[src/rtl/alu_iterative_if.sv]
// Request/response bundle between alu_control-side issue logic and the iterative ALU.
// Carries no state and adds no latency.
// Both directions use valid/ready; ownership of each signal is fixed by the modports.
interface alu_iterative_if #(
  parameter int XLEN = 32
);
  logic            in_valid;
  logic            in_ready;
  logic [4:0]      alu_function;
  logic [XLEN-1:0] operand_a;
  logic [XLEN-1:0] operand_b;
  logic            out_valid;
  logic            out_ready;
  logic [XLEN-1:0] result;
  logic            result_equal_zero;

  // Upstream issuer and downstream consumer side.
  modport master (
    output in_valid, alu_function, operand_a, operand_b, out_ready,
    input  in_ready, out_valid, result, result_equal_zero
  );

  // ALU side.
  modport slave (
    input  in_valid, alu_function, operand_a, operand_b, out_ready,
    output in_ready, out_valid, result, result_equal_zero
  );
endinterface

[src/rtl/alu_iterative.sv]
// Execute-stage ALU: single-cycle arith/logic/compare ops; shifts done SHIFT_STEP bits per cycle.
// Latency: result valid the cycle after accept, or ceil(shamt/SHIFT_STEP) cycles later for shifts.
// Backpressure: in_ready only in IDLE; result held in DONE until out_ready; one op in flight.
module alu_iterative #(
  parameter int XLEN       = 32,
  parameter int SHIFT_STEP = 1
) (
  input logic         clock,
  input logic         reset_n,
  alu_iterative_if.slave bus
);

  localparam logic [4:0] ALU_ADD  = 5'b00001;
  localparam logic [4:0] ALU_SUB  = 5'b00010;
  localparam logic [4:0] ALU_SLL  = 5'b00011;
  localparam logic [4:0] ALU_SRL  = 5'b00100;
  localparam logic [4:0] ALU_SRA  = 5'b00101;
  localparam logic [4:0] ALU_SEQ  = 5'b00110;
  localparam logic [4:0] ALU_SLT  = 5'b00111;
  localparam logic [4:0] ALU_SLTU = 5'b01000;
  localparam logic [4:0] ALU_XOR  = 5'b01001;
  localparam logic [4:0] ALU_OR   = 5'b01010;
  localparam logic [4:0] ALU_AND  = 5'b01011;

  localparam logic [1:0] KIND_LL = 2'd0;
  localparam logic [1:0] KIND_RL = 2'd1;
  localparam logic [1:0] KIND_RA = 2'd2;

  localparam logic [4:0] STEP_W = 5'(SHIFT_STEP);

  typedef enum logic [1:0] {IDLE, SHIFT, DONE} state_t;

  state_t          state, state_next;
  logic [XLEN-1:0] result_q, result_next;
  logic            zero_q, zero_next;
  logic [4:0]      count, count_next;
  logic [1:0]      kind, kind_next;

  logic [XLEN-1:0] alu_res;
  logic            is_shift;
  logic [1:0]      shift_kind;
  logic [4:0]      shamt;
  logic [4:0]      step_amt;
  logic [XLEN-1:0] shifted;

  assign shamt = bus.operand_b[4:0];

  // Single-cycle op decode; unknown codes fall to the default and give zero.
  always_comb begin
    alu_res    = '0;
    is_shift   = 1'b0;
    shift_kind = KIND_LL;
    case (bus.alu_function)
      ALU_ADD:  alu_res = bus.operand_a + bus.operand_b;
      ALU_SUB:  alu_res = bus.operand_a - bus.operand_b;
      ALU_AND:  alu_res = bus.operand_a & bus.operand_b;
      ALU_OR:   alu_res = bus.operand_a | bus.operand_b;
      ALU_XOR:  alu_res = bus.operand_a ^ bus.operand_b;
      ALU_SLT:  alu_res = XLEN'($signed(bus.operand_a) < $signed(bus.operand_b));
      ALU_SLTU: alu_res = XLEN'(bus.operand_a < bus.operand_b);
      ALU_SEQ:  alu_res = XLEN'(bus.operand_a == bus.operand_b);
      ALU_SLL:  begin is_shift = 1'b1; shift_kind = KIND_LL; end
      ALU_SRL:  begin is_shift = 1'b1; shift_kind = KIND_RL; end
      ALU_SRA:  begin is_shift = 1'b1; shift_kind = KIND_RA; end
      default:  alu_res = '0;
    endcase
  end

  // One shift step on the working value held in the result register.
  always_comb begin
    step_amt = (count < STEP_W) ? count : STEP_W;
    case (kind)
      KIND_RL: shifted = result_q >> step_amt;
      KIND_RA: shifted = $signed(result_q) >>> step_amt;
      default: shifted = result_q << step_amt;
    endcase
  end

  // Next-state and datapath update; the result register doubles as the shift working register.
  always_comb begin
    state_next  = state;
    result_next = result_q;
    count_next  = count;
    kind_next   = kind;
    case (state)
      IDLE: begin
        if (bus.in_valid) begin
          if (is_shift) begin
            result_next = bus.operand_a;
            kind_next   = shift_kind;
            if (shamt == 5'd0) begin
              state_next = DONE;
            end else begin
              count_next = shamt;
              state_next = SHIFT;
            end
          end else begin
            result_next = alu_res;
            state_next  = DONE;
          end
        end
      end
      SHIFT: begin
        result_next = shifted;
        count_next  = count - step_amt;
        if (count == step_amt) state_next = DONE;
      end
      DONE: begin
        if (bus.out_ready) state_next = IDLE;
      end
      default: state_next = IDLE;
    endcase
    zero_next = (result_next == '0);
  end

  // State and datapath registers; reset abandons any operation in flight.
  always_ff @(posedge clock or negedge reset_n) begin
    if (!reset_n) begin
      state    <= IDLE;
      result_q <= '0;
      zero_q   <= 1'b1;
      count    <= '0;
      kind     <= KIND_LL;
    end else begin
      state    <= state_next;
      result_q <= result_next;
      zero_q   <= zero_next;
      count    <= count_next;
      kind     <= kind_next;
    end
  end

  assign bus.in_ready          = (state == IDLE);
  assign bus.out_valid         = (state == DONE);
  assign bus.result            = result_q;
  assign bus.result_equal_zero = zero_q;

endmodule
[src/flat_wrapper.sv]
// flat-port wrapper written by rule: the top's interface ports become plain ports
module alu_iterative_flat 
#(
  parameter int XLEN       = 32,
  parameter int SHIFT_STEP = 1
)
  (clock, reset_n, bus_in_valid, bus_alu_function, bus_operand_a, bus_operand_b, bus_out_ready, bus_in_ready, bus_out_valid, bus_result, bus_result_equal_zero);
  alu_iterative_if #(.XLEN(XLEN)) bus_i ();
  input logic clock;
  input logic reset_n;
  input wire logic [$bits(bus_i.in_valid)-1:0] bus_in_valid;
  input wire logic [$bits(bus_i.alu_function)-1:0] bus_alu_function;
  input wire logic [$bits(bus_i.operand_a)-1:0] bus_operand_a;
  input wire logic [$bits(bus_i.operand_b)-1:0] bus_operand_b;
  input wire logic [$bits(bus_i.out_ready)-1:0] bus_out_ready;
  output wire logic [$bits(bus_i.in_ready)-1:0] bus_in_ready;
  output wire logic [$bits(bus_i.out_valid)-1:0] bus_out_valid;
  output wire logic [$bits(bus_i.result)-1:0] bus_result;
  output wire logic [$bits(bus_i.result_equal_zero)-1:0] bus_result_equal_zero;
  assign bus_i.in_valid = bus_in_valid;
  assign bus_i.alu_function = bus_alu_function;
  assign bus_i.operand_a = bus_operand_a;
  assign bus_i.operand_b = bus_operand_b;
  assign bus_i.out_ready = bus_out_ready;
  assign bus_in_ready = bus_i.in_ready;
  assign bus_out_valid = bus_i.out_valid;
  assign bus_result = bus_i.result;
  assign bus_result_equal_zero = bus_i.result_equal_zero;
  alu_iterative #(.XLEN(XLEN), .SHIFT_STEP(SHIFT_STEP)) u_core (.clock(clock), .reset_n(reset_n), .bus(bus_i));
endmodule
[config.mk]
export PLATFORM = sky130hd
export DESIGN_NAME = alu_iterative_flat
export DESIGN_NICKNAME = d
export VERILOG_FILES = /design/src/rtl/alu_iterative_if.sv /design/src/rtl/alu_iterative.sv /design/src/flat_wrapper.sv
export SDC_FILE = /design/constraint.sdc
export NUM_CORES = 1
export LEC_CHECK = 0
export BUFFER_PORTS_ARGS = -buffer_cell sky130_fd_sc_hd__buf_2
export CELL_PAD_IN_SITES_DETAIL_PLACEMENT = 0
export CELL_PAD_IN_SITES_GLOBAL_PLACEMENT = 1
export CORE_UTILIZATION = 44
export DETAILED_ROUTE_END_ITERATION = 12
export GPL_ROUTABILITY_DRIVEN = 0
export PLACE_DENSITY_LB_ADDON = 0.1
export SLEW_MARGIN = 25
export SYNTH_ARGS = -nofsm -noshare
export SYNTH_HDL_FRONTEND = slang
export SYNTH_SLANG_ARGS = --single-unit
[constraint.sdc]
create_clock -name clock -period 4.1 [get_ports clock]
set_clock_uncertainty 0.05 [all_clocks]
set_input_delay 0.41 -clock clock [delete_from_list [all_inputs] [get_ports clock]]
set_output_delay 0.41 -clock clock [all_outputs]
set_load 0.03 [all_outputs]
## Word-level counts from Yosys, hierarchy flattened

Cells that the tools add are included.

| storage, ports and cells | value |
|---|---|
| register bits | 42 |
| input port bits | 73 |
| output and inout port bits | 35 |
| word-level logic and storage cells | 65 |

| cells by class | value |
|---|---|
| add/subtract/negate cells | 3 |
| magnitude comparators | 3 |
| equal/unequal tests | 22 |
| shift operators | 3 |
| mux-type cells | 18 |
| bitwise logic cells | 3 |
| reduce and logical (&&, ||, !) cells | 8 |

Operators by type and width:

| kind | number |
|---|---|
| 32-bit one-hot mux with 8 select lines | 1 |
| 32-bit one-hot mux with 2 select lines | 2 |
| 32-bit < comparator | 2 |
| 32-bit two-way mux | 2 |
| 32-bit adder | 1 |
| 32-bit bitwise AND | 1 |
| 32-bit == test | 1 |
| 32-bit zero test | 1 |
| 32-bit OR | 1 |
| 32-bit by 5-bit left shift with 32-bit output | 1 |
| 32-bit by 5-bit >> shifter with 32-bit output | 1 |
| 32-bit by 5-bit >>> shifter with 32-bit output | 1 |
| 32-bit subtractor | 1 |
| 32-bit XOR | 1 |
| 5-bit by 3-bit == test with 1-bit output, second input constant | 4 |
| 5-bit by 4-bit == test with 1-bit output, second input constant | 4 |
| 5-bit two-way mux | 4 |
| 5-bit by 2-bit == test with 1-bit output, second input constant | 2 |
| 2-bit two-way mux | 5 |
| 5-bit one-hot mux with 2 select lines | 1 |
| 2-bit inequality test, second input constant | 3 |
| 2-bit one-hot mux with 3 select lines | 1 |
| 3-bit AND reduction | 2 |
| 5-bit by 1-bit == test with 1-bit output, second input constant | 1 |
| 13 further kinds | 16 |

## Longest topological paths before layout

Gate-level depths: netlist (run 1).

| depth | value |
|---|---|
| word-level depth | 7 |
| gate-level depth with buffers | 14 |
| depth with buffers taken out | 13 |

## Least setup slack after synthesis (run 1)

Ideal clock, no wire load.

| timing | value |
|---|---|
| path type | input-to-reg |
| start | input bus_operand_a[0] |
| end | register u_core.zero_q, in the netlist u_core.bus.result_equal_zero |
| arrival | 3.552 ns |
| data required time | 3.960 ns |
| setup slack | 0.408 ns |
| cell stages on the path | 13 |
| path buffers | 0 |
| path through | inv_1 ha_1 fa_1 nor2_1 o311ai_2 a21oi_1 o31ai_4 o31a_1 mux2i_1 o211ai_1 or4_1 or4b_2 nor4_2 |

| on the way | value |
|---|---|
| cells in the longest elaborated chain, start to end | 6 |

Ends and longest elaborated chain:

| item | RTL line | RTL |
|---|---|---|
| start: declaration | flat_wrapper.sv:13 | `input wire logic [$bits(bus_i.operand_a)-1:0] bus_operand_a;` |
| 32-bit subtractor (tied with other cells) | alu_iterative.sv:55 | `ALU_SUB: alu_res = bus.operand_a - bus.operand_b;` |
| 32-bit one-hot mux with 8 select lines | alu_iterative.sv:53 | `case (bus.alu_function)` |
| 32-bit two-way mux (*) | alu_iterative.sv:88 | `if (is_shift) begin` |
| 32-bit two-way mux (*) | alu_iterative.sv:87 | `if (bus.in_valid) begin` |
| 32-bit one-hot mux with 2 select lines (*) | alu_iterative.sv:85 | `case (state)` |
| via u_core.result_next[0] | alu_iterative.sv:34 | `logic [XLEN-1:0] result_q, result_next;` |
| 32-bit zero test (*) | alu_iterative.sv:113 | `zero_next = (result_next == '0);` |
| via u_core.zero_next | alu_iterative.sv:35 | `logic zero_q, zero_next;` |
| end signal: assignment | alu_iterative.sv:127 | `zero_q <= zero_next;` |
| end: declaration | alu_iterative.sv:35 |  |

The timed path passes the listed nets; every way through them passes the cells marked *.
A chain may end at the register's enable or synchronous reset.

## Final worst setup path (run 1)

| timing | value |
|---|---|
| start | register u_core.count[1] |
| end | register u_core.zero_q, in the netlist u_core.bus.result_equal_zero |

| on the way | value |
|---|---|
| cells in the longest elaborated chain, start to end | 6 |

Ends and longest elaborated chain:

| item | RTL line | RTL |
|---|---|---|
| start: declaration | alu_iterative.sv:36 | `logic [4:0] count, count_next;` |
| start signal: assignment | alu_iterative.sv:128 | `count <= count_next;` |
| 5-bit by 1-bit < comparator with 1-bit output | alu_iterative.sv:71 | `step_amt = (count < STEP_W) ? count : STEP_W;` |
| 5-bit two-way mux (*) | alu_iterative.sv:71 |  |
| 32-bit by 5-bit left shift with 32-bit output (tied with other cells) | alu_iterative.sv:75 | `default: shifted = result_q << step_amt;` |
| 32-bit one-hot mux with 2 select lines (*) | alu_iterative.sv:72 | `case (kind)` |
| 32-bit one-hot mux with 2 select lines (*) | alu_iterative.sv:85 |  |
| via u_core.result_next[11] | alu_iterative.sv:34 |  |
| 32-bit zero test (*) | alu_iterative.sv:113 |  |
| via u_core.zero_next | alu_iterative.sv:35 |  |

Marked as above.

==> metrics.md, run 1 <==
| Metric | Value |
|---|---|
| Detailed placer's ending HPWL | 30780 um |
| Number of remaining DRC errors | 0 |
| Fin crit share | 96.25% |
| Fmax | 253.4 MHz |
| Post-route setup slack | 153.7 ps |
| Syn-to-layout area delta | 21.66% |
| Initial Utilization | 45.32% |
| Mean Syn Cell Area | 6.973 sq um |
| CTS Buffer Depth | 2 |
| Top cell type by total area after synthesis | ha_1 |
| Main synth FF type | dfrtp_1 |
| Fin. max-slew vios | 0 |
| Slowest-stage cell, CP | or4_4 |
| H-tree levels | 2 |
| Status | completed |
| Initial drt markers | 1507 |
| Syn Inst Count | 1273 |
| WP data required | 4260 ps |
| Tmin final | 3946 ps |
| I/O pins | 108 |
| Top post-synthesis cells by area | ha_1 (14%), dfrtp_1 (12%), o21ai_0 (6.0%) |
| Leak | 4.972 nW |
| Pre-CTS setup slack | -139.4 ps |
| Core area | 19590 sq um |
| Pin count of the biggest net entering global routing | 43 |
| Arrival @ worst endpoint | 4100 ps |
| Crit start category | register |
| Drt first pass iters | 6 |
| Syn Nets | 1449 |
| Global-route wire length before repair | 59060 um |
| Grt ovf | 0 |
| Post-route ant nets | 0 |
| HP Class | primary input to async pin |
| Nets | 1630 |
| Setup Buffers After CTS | 0 |
| Clock Latency Late Sink | 290 ps |
| Delay-heaviest family, CP | compound AO/OA/AOI/OAI gates |
| Max Cap Viol | 0 |
| Reg2Reg Setup Slack | 150 ps |
| Post-synth ARST share | 100.0% |
| Synth top area share | 14.24% |
| Buffers on Ports | 107 |
| Root Driver | clkbuf_16 |
| Crit path max fanout | 7 |
| Ys Warns | 0 |
| CP peak stage delay | 600 ps |
| Final Hold Fails | 0 |
| Yosys cell types | 87 |
| Inserted Diodes | 0 |
| Via count | 11455 |
| Critical-path cell list | or4_4, or2_0, o211ai_2, o2111ai_1, a2111oi_1, o211a_1, a211oi_1, a211o_1, or4_1, nor4_2 |
| Vias per cell | 6.660 |
| Final WL | 38920 um |
| CTS Sinks | 42 |
| Initial antenna violation count | 0 |
| Sequential area share after synthesis | 11.85% |
| Cell area after synthesis | 8877 sq um |
| RSZ-0062 raised after global routing | no |
| Share of cells above drive strength 1 | 20.82% |
| CP bufs+invs | 0 |
| EDFF count, synth | 0 |
| All-Layer GR Usage | 37.46% |
| VDD IR max | 0.0002348 V |
| CP Class | register to register |
| Final setup viols | 0 |
| Critical Path End Type | register |
| Rel. slew slack | 43.35% |
| Final routed wire length divided by cell count | 22.63 um |
| Yosys reg bits | 42 |
| Clock transition at the registers of the reported paths | 70 ps |
| Pwr/cell area | 369.2 nW/um^2 |
| Chip width | 144.0 um |
| CTS tree | done |
| Vias in the first global route | 10208 |
| Setup Total Neg Slack | 0 ps |
| Fillers | 1966 |
| Row cnt | 51 |
| Slew @ Worst Pin | 849.7 ps |
| Die Ht | 144.0 um |
| Num CTS Buffers | 5 |
| DIE AREA | 20750 sq um |
-- final timing paths --
path,depth (start not counted),to,from
setup / recovery,10,u_core.bus.result_equal_zero$_DFF_PN1_,u_core.count[1]$_DFFE_PN0P_
hold / removal,1,u_core.count[3]$_DFFE_PN0P_,reset_n
setup reg to reg,10,u_core.bus.result_equal_zero$_DFF_PN1_,u_core.count[1]$_DFFE_PN0P_
hold reg to reg,2,u_core.count[3]$_DFFE_PN0P_,u_core.count[3]$_DFFE_PN0P_
max in group asynchronous,1,u_core.bus.result[7]$_DFF_PN0_,reset_n
min in group clock,3,u_core.state[1]$_DFFE_PN0P_,bus_out_ready
-- kinds of logic after synthesis --
family	count (synthesis)	share of synthesized area, %
and+or+nand+nor	388	21.97
DFF	42	11.85
adders and majority gates	103	14.69
buffers and inverters	197	8.541
xor gates and xnor gates	9	0.8880
AOI/OAI and AO/OA	520	40.44
muxes	14	1.621
-- worst register-to-register path, cell delays in order (launching register included) --
cell and delay [ps]:
dfrtp_1 450, or4_4 600, or2_0 260, o211ai_2 370, o2111ai_1 230, a2111oi_1 470
o211a_1 300, a211oi_1 90, a211o_1 300, or4_1 480, nor4_2 270
-- stage by stage --
step / instance area [sq um] / hold slack [ps] / instances / total power, W / utilization (%)
after global routing: 10800 / 96.24 / 1720 / 0.004213 / 55.13
after floorplan: 8877 / 64.41 / 1273 / 0.002406 / -
final: 10800 / 52.19 / 1720 / 0.003987 / 55.13
after detailed placement: 10620 / 533.5 / 1712 / 0.003450 / 54.22
after global placement: 10620 / 512.3 / 1712 / 0.003439 / 54.22
after CTS: 10780 / 260.7 / 1720 / 0.003886 / 55.00
-- what timing repair did --
item | 4_1_cts | 5_1_grt
endpoints found under the setup margin | 0 | 1
hold buffers | 0 | 0
hold endpoints to repair | 0 | 0
resized for setup | 0 | 6
-- power by group --
group	leakage [nW]	switching [W]	internal [W]
clock	0.0763	0.000192	0.000234
sequential	0.505	0.000326	0.000591
combinational	4.39	0.00169	0.000960
-- cells in the mapped netlist (16+ instances only) --
master    number
inv_1        109
o21ai_0      106
a21oi_1      105
ha_1         101
nand2_1       99
nor2_1        97
clkbuf_1      66
dfrtp_1       41
nor3_1        39
o31ai_1       31
o211ai_1      25
a211oi_1      24
a21o_1        23
a31oi_1       20
o221ai_1      19
nand3_1       18
nand2b_1      16
nand4_1       16
nor2b_1       16
-- cells in the final DEF, fill, tap and decap left out, types with 11 or more instances in the layout --
master	n
nor2b_1	15
buf_2	106
or3_1	11
nand3_1	18
o211ai_1	25
nor4_1	14
a221oi_1	12
nand2b_1	16
nand4_1	16
ha_1	100
dfrtp_1	41
o31ai_1	31
nor2_1	95
inv_1	109
a21o_1	23
o221ai_1	19
mux2i_1	11
a211oi_1	23
nand2_1	99
nor3_1	39
a21oi_1	105
a211o_1	11
o2111ai_1	15
a31oi_1	20
and3_1	13
buf_4	149
o22ai_1	11
o21ai_0	106
-- registers in the layout (all words and copies together) (netlist names) --
name,cells
u_core.bus.result_equal_zero,1
u_core.bus.result,32
u_core.count,5
u_core.kind,2
u_core.state,2
-- metal layers --
layer,track usage [%],vias up,wire [um]
li1,-,5173,-
met1,54.10,5384,16720
met2,55.20,800,16080
met3,7.881,98,5033
met4,10.86,0,1084
met5,0,-,0
-- cell type report --
| cell class | count | area (sq um) | share of cell area, % |
|---|---|---|---|
| Inverter | 111 | 416.7 | 3.858 |
| Clock buffer | 5 | 125.1 | 1.158 |
| Tap cell | 265 | 331.6 | 3.070 |
| Multi-Input combinational cell | 1034 | 7097 | 65.71 |
| Timing Repair Buffer | 260 | 1749 | 16.20 |
| Sequential cell | 42 | 1052 | 9.743 |
| Clock inverter | 3 | 28.78 | 0.2664 |
(Power assumes the default switching activity.)
==> inputs of run 2 (changes only) <==
--- a/config.mk
+++ b/config.mk
@@ -12,6 +12,7 @@
 export DETAILED_ROUTE_END_ITERATION = 12
 export GPL_ROUTABILITY_DRIVEN = 0
 export PLACE_DENSITY_LB_ADDON = 0.1
+export REMOVE_ABC_BUFFERS = 1
 export SLEW_MARGIN = 25
 export SYNTH_ARGS = -nofsm -noshare
 export SYNTH_HDL_FRONTEND = slang
==> run 2 against run 1 <==
Hold slack improved by 96 ps. Sequential power about the same. Final cell count about the same. Routed wire length increased by 0.62%. Combinational power about the same. Sequential cell count unchanged. Design area about the same.
==> metrics.md, run 2 (synthesis gave the netlist of run 1 again) <==
| Metric | Value |
|---|---|
| Status | completed |
| Max Cap Viol | 0 (unchanged) |
| Delay-heaviest family, CP | compound AO/OA/AOI/OAI gates |
| Post-route setup slack | 154.3 ps (+0.6180 ps) |
| Root Driver | clkbuf_16 |
| Clock transition at the registers of the reported paths | 70 ps (about the same) |
| Nets | 1631 (+0.061%) |
| Critical Path End Type | register |
| Slew @ Worst Pin | 1166 ps (+316.1 ps) |
| Clock Latency Late Sink | 300 ps (about the same) |
| H-tree levels | 2 (unchanged) |
| Fillers | 2004 (+1.9%) |
| Initial drt markers | 1319 (-12%) |
| RSZ-0062 raised after global routing | no |
| CP Class | register to register |
| Buffers on Ports | 107 (unchanged) |
| Commonest cells after routing, fill and taps aside | buf_4 (149), inv_1 (109), buf_2 (107), o21ai_0 (106), a21oi_1 (105) |
| Fin crit share | 96.24% (about the same) |
| Vias per cell | 6.599 (-0.91%) |
| Tmin final | 3946 ps (-0.6180 ps) |
| Critical-path cell list | or4_4, or2_0, o211ai_2, o2111ai_1, a2111oi_1, o211a_1, a211oi_1, a211o_1, or4_1, nor4_2 |
| Final routed wire length divided by cell count | 22.76 um (+0.57%) |
| Pwr/cell area | 365.1 nW/um^2 (-1.1%) |
| Setup crit start | u_core.count[1]$_DFFE_PN0P_ |
| Vias in the first global route | 10269 (+0.60%) |
| R2R Path End | u_core.bus.result_equal_zero$_DFF_PN1_ |
| Chip width | 144.0 um (unchanged) |
| Num CTS Buffers | 5 (unchanged) |
| Inserted Diodes | 0 (unchanged) |
| Pin count of the biggest net entering global routing | 43 (unchanged) |
| Crit start category | register |
| Worst r2r src | u_core.count[1]$_DFFE_PN0P_ |
| Max reg flops | 32 (unchanged) |
| WP data required | 4260 ps (about the same) |
| Row cnt | 51 (unchanged) |
| Rel. slew slack | 21.99% (-21 points) |
| Post-route ant nets | 0 (unchanged) |
| Final WL | 39160 um (+0.62%) |
| Number of remaining DRC errors | 0 (unchanged) |
| I/O pins | 108 (unchanged) |
| Core area | 19590 sq um (unchanged) |
| Detailed placer's ending HPWL | 30970 um (+0.63%) |
| Non-Filler Instances | 1721 (+0.058%) |
| Initial antenna violation count | 0 (unchanged) |
| CP bufs+invs | 0 (unchanged) |
| HP Class | primary input to async pin |
| CTS Sinks | 42 (unchanged) |
| Die Ht | 144.0 um (unchanged) |
| Via count | 11357 (-0.86%) |
| Drt first pass iters | 9 (+3) |
| Share of cells above drive strength 1 | 20.81% (about the same) |
| CTS tree | done |
| Syn-to-layout area delta | 21.58% (about the same) |
| Initial Utilization | 45.32% (unchanged) |
| CP peak stage delay | 610 ps (about the same) |
| All-Layer GR Usage | 37.66% (+0.20 points) |
| Reg2Reg Setup Slack | 150 ps (about the same) |
| Crit path depth | 10 (unchanged) |
| DIE AREA | 20750 sq um (unchanged) |
| Final setup viols | 0 (unchanged) |
| Slowest-stage cell, CP | or4_4 |
| Pre-CTS setup slack | -136.1 ps (+3.296 ps) |
| Grt ovf | 0 (unchanged) |
| Fmax | 253.4 MHz (about the same) |
| Reg2Reg Depth | 10 (unchanged) |
| CTS Buffer Depth | 2 (unchanged) |
| Arrival @ worst endpoint | 4110 ps (about the same) |
| VDD IR max | 0.0001788 V (-24%) |
| Final Hold Fails | 0 (unchanged) |
| Global-route wire length before repair | 59500 um (+0.75%) |
| Placed cells | 1713 (+0.058%) |
| Fin. max-slew vios | 0 (unchanged) |
| Commonest non-fill, non-tap cell in the layout | buf_4 |
| Setup Total Neg Slack | 0 ps (unchanged) |
| Crit path max fanout | 7 (unchanged) |
| Leak | 4.960 nW (-0.23%) |
## run 2: area by class of cell
cell class,instances,area (sq um),share of cell area (%)
inverters,111,416.7,3.860
repair buffers,261,1754,16.25
well taps,265,331.6,3.072
multi-input cells,1034,7092,65.71
clock inverters,3,21.27,0.1971
flip-flops and latches,42,1052,9.750
clock buffers,5,125.1,1.159
## run 2: what timing repair did
| item | in CTS | in global routing |
|---|---|---|
| endpoints found under the hold margin | 0 | 0 |
| setup buffers | 0 | 0 |
| gates resized for setup | 0 | 4 |
| setup endpoints to repair | 0 | 1 |
| hold buffers | 0 | 0 |
## run 2: worst max path at each step
stage                                                   to  slack, ps
global placement    u_core.bus.result_equal_zero$_DFF_PN1_       -140
global route        u_core.bus.result_equal_zero$_DFF_PN1_         50
detailed placement  u_core.bus.result_equal_zero$_DFF_PN1_       -140
floorplan           u_core.bus.result_equal_zero$_DFF_PN1_        280
finish              u_core.bus.result_equal_zero$_DFF_PN1_        150
CTS                 u_core.bus.result_equal_zero$_DFF_PN1_        130
## run 2: per-stage QoR
stage	utilization [%]	hold WS [ps]	power [W]	instance area (sq um)
after CTS	55.00	172.0	0.003849	10780
after global placement	54.26	473.8	0.003425	10630
after floorplan	-	64.41	0.002360	8536
after detailed placement	54.26	476.0	0.003431	10630
final	55.09	147.8	0.003941	10790
after global routing	55.09	194.6	0.004162	10790
## run 2: where the power goes
group	leakage, nW	internal, W	switching (W)
clock network	0.0698	0.000226	0.000188
logic	4.39	0.000940	0.00167
registers	0.505	0.000591	0.000326
## run 2: layer usage
layer / GRT usage (%) / vias up / share of wire, %
met5: 0 / - / 0
met4: 12.32 / 0 / 3.3
met3: 7.649 / 84 / 11
met2: 57.74 / 723 / 43
met1: 52.22 / 5370 / 42
li1: - / 5180 / -
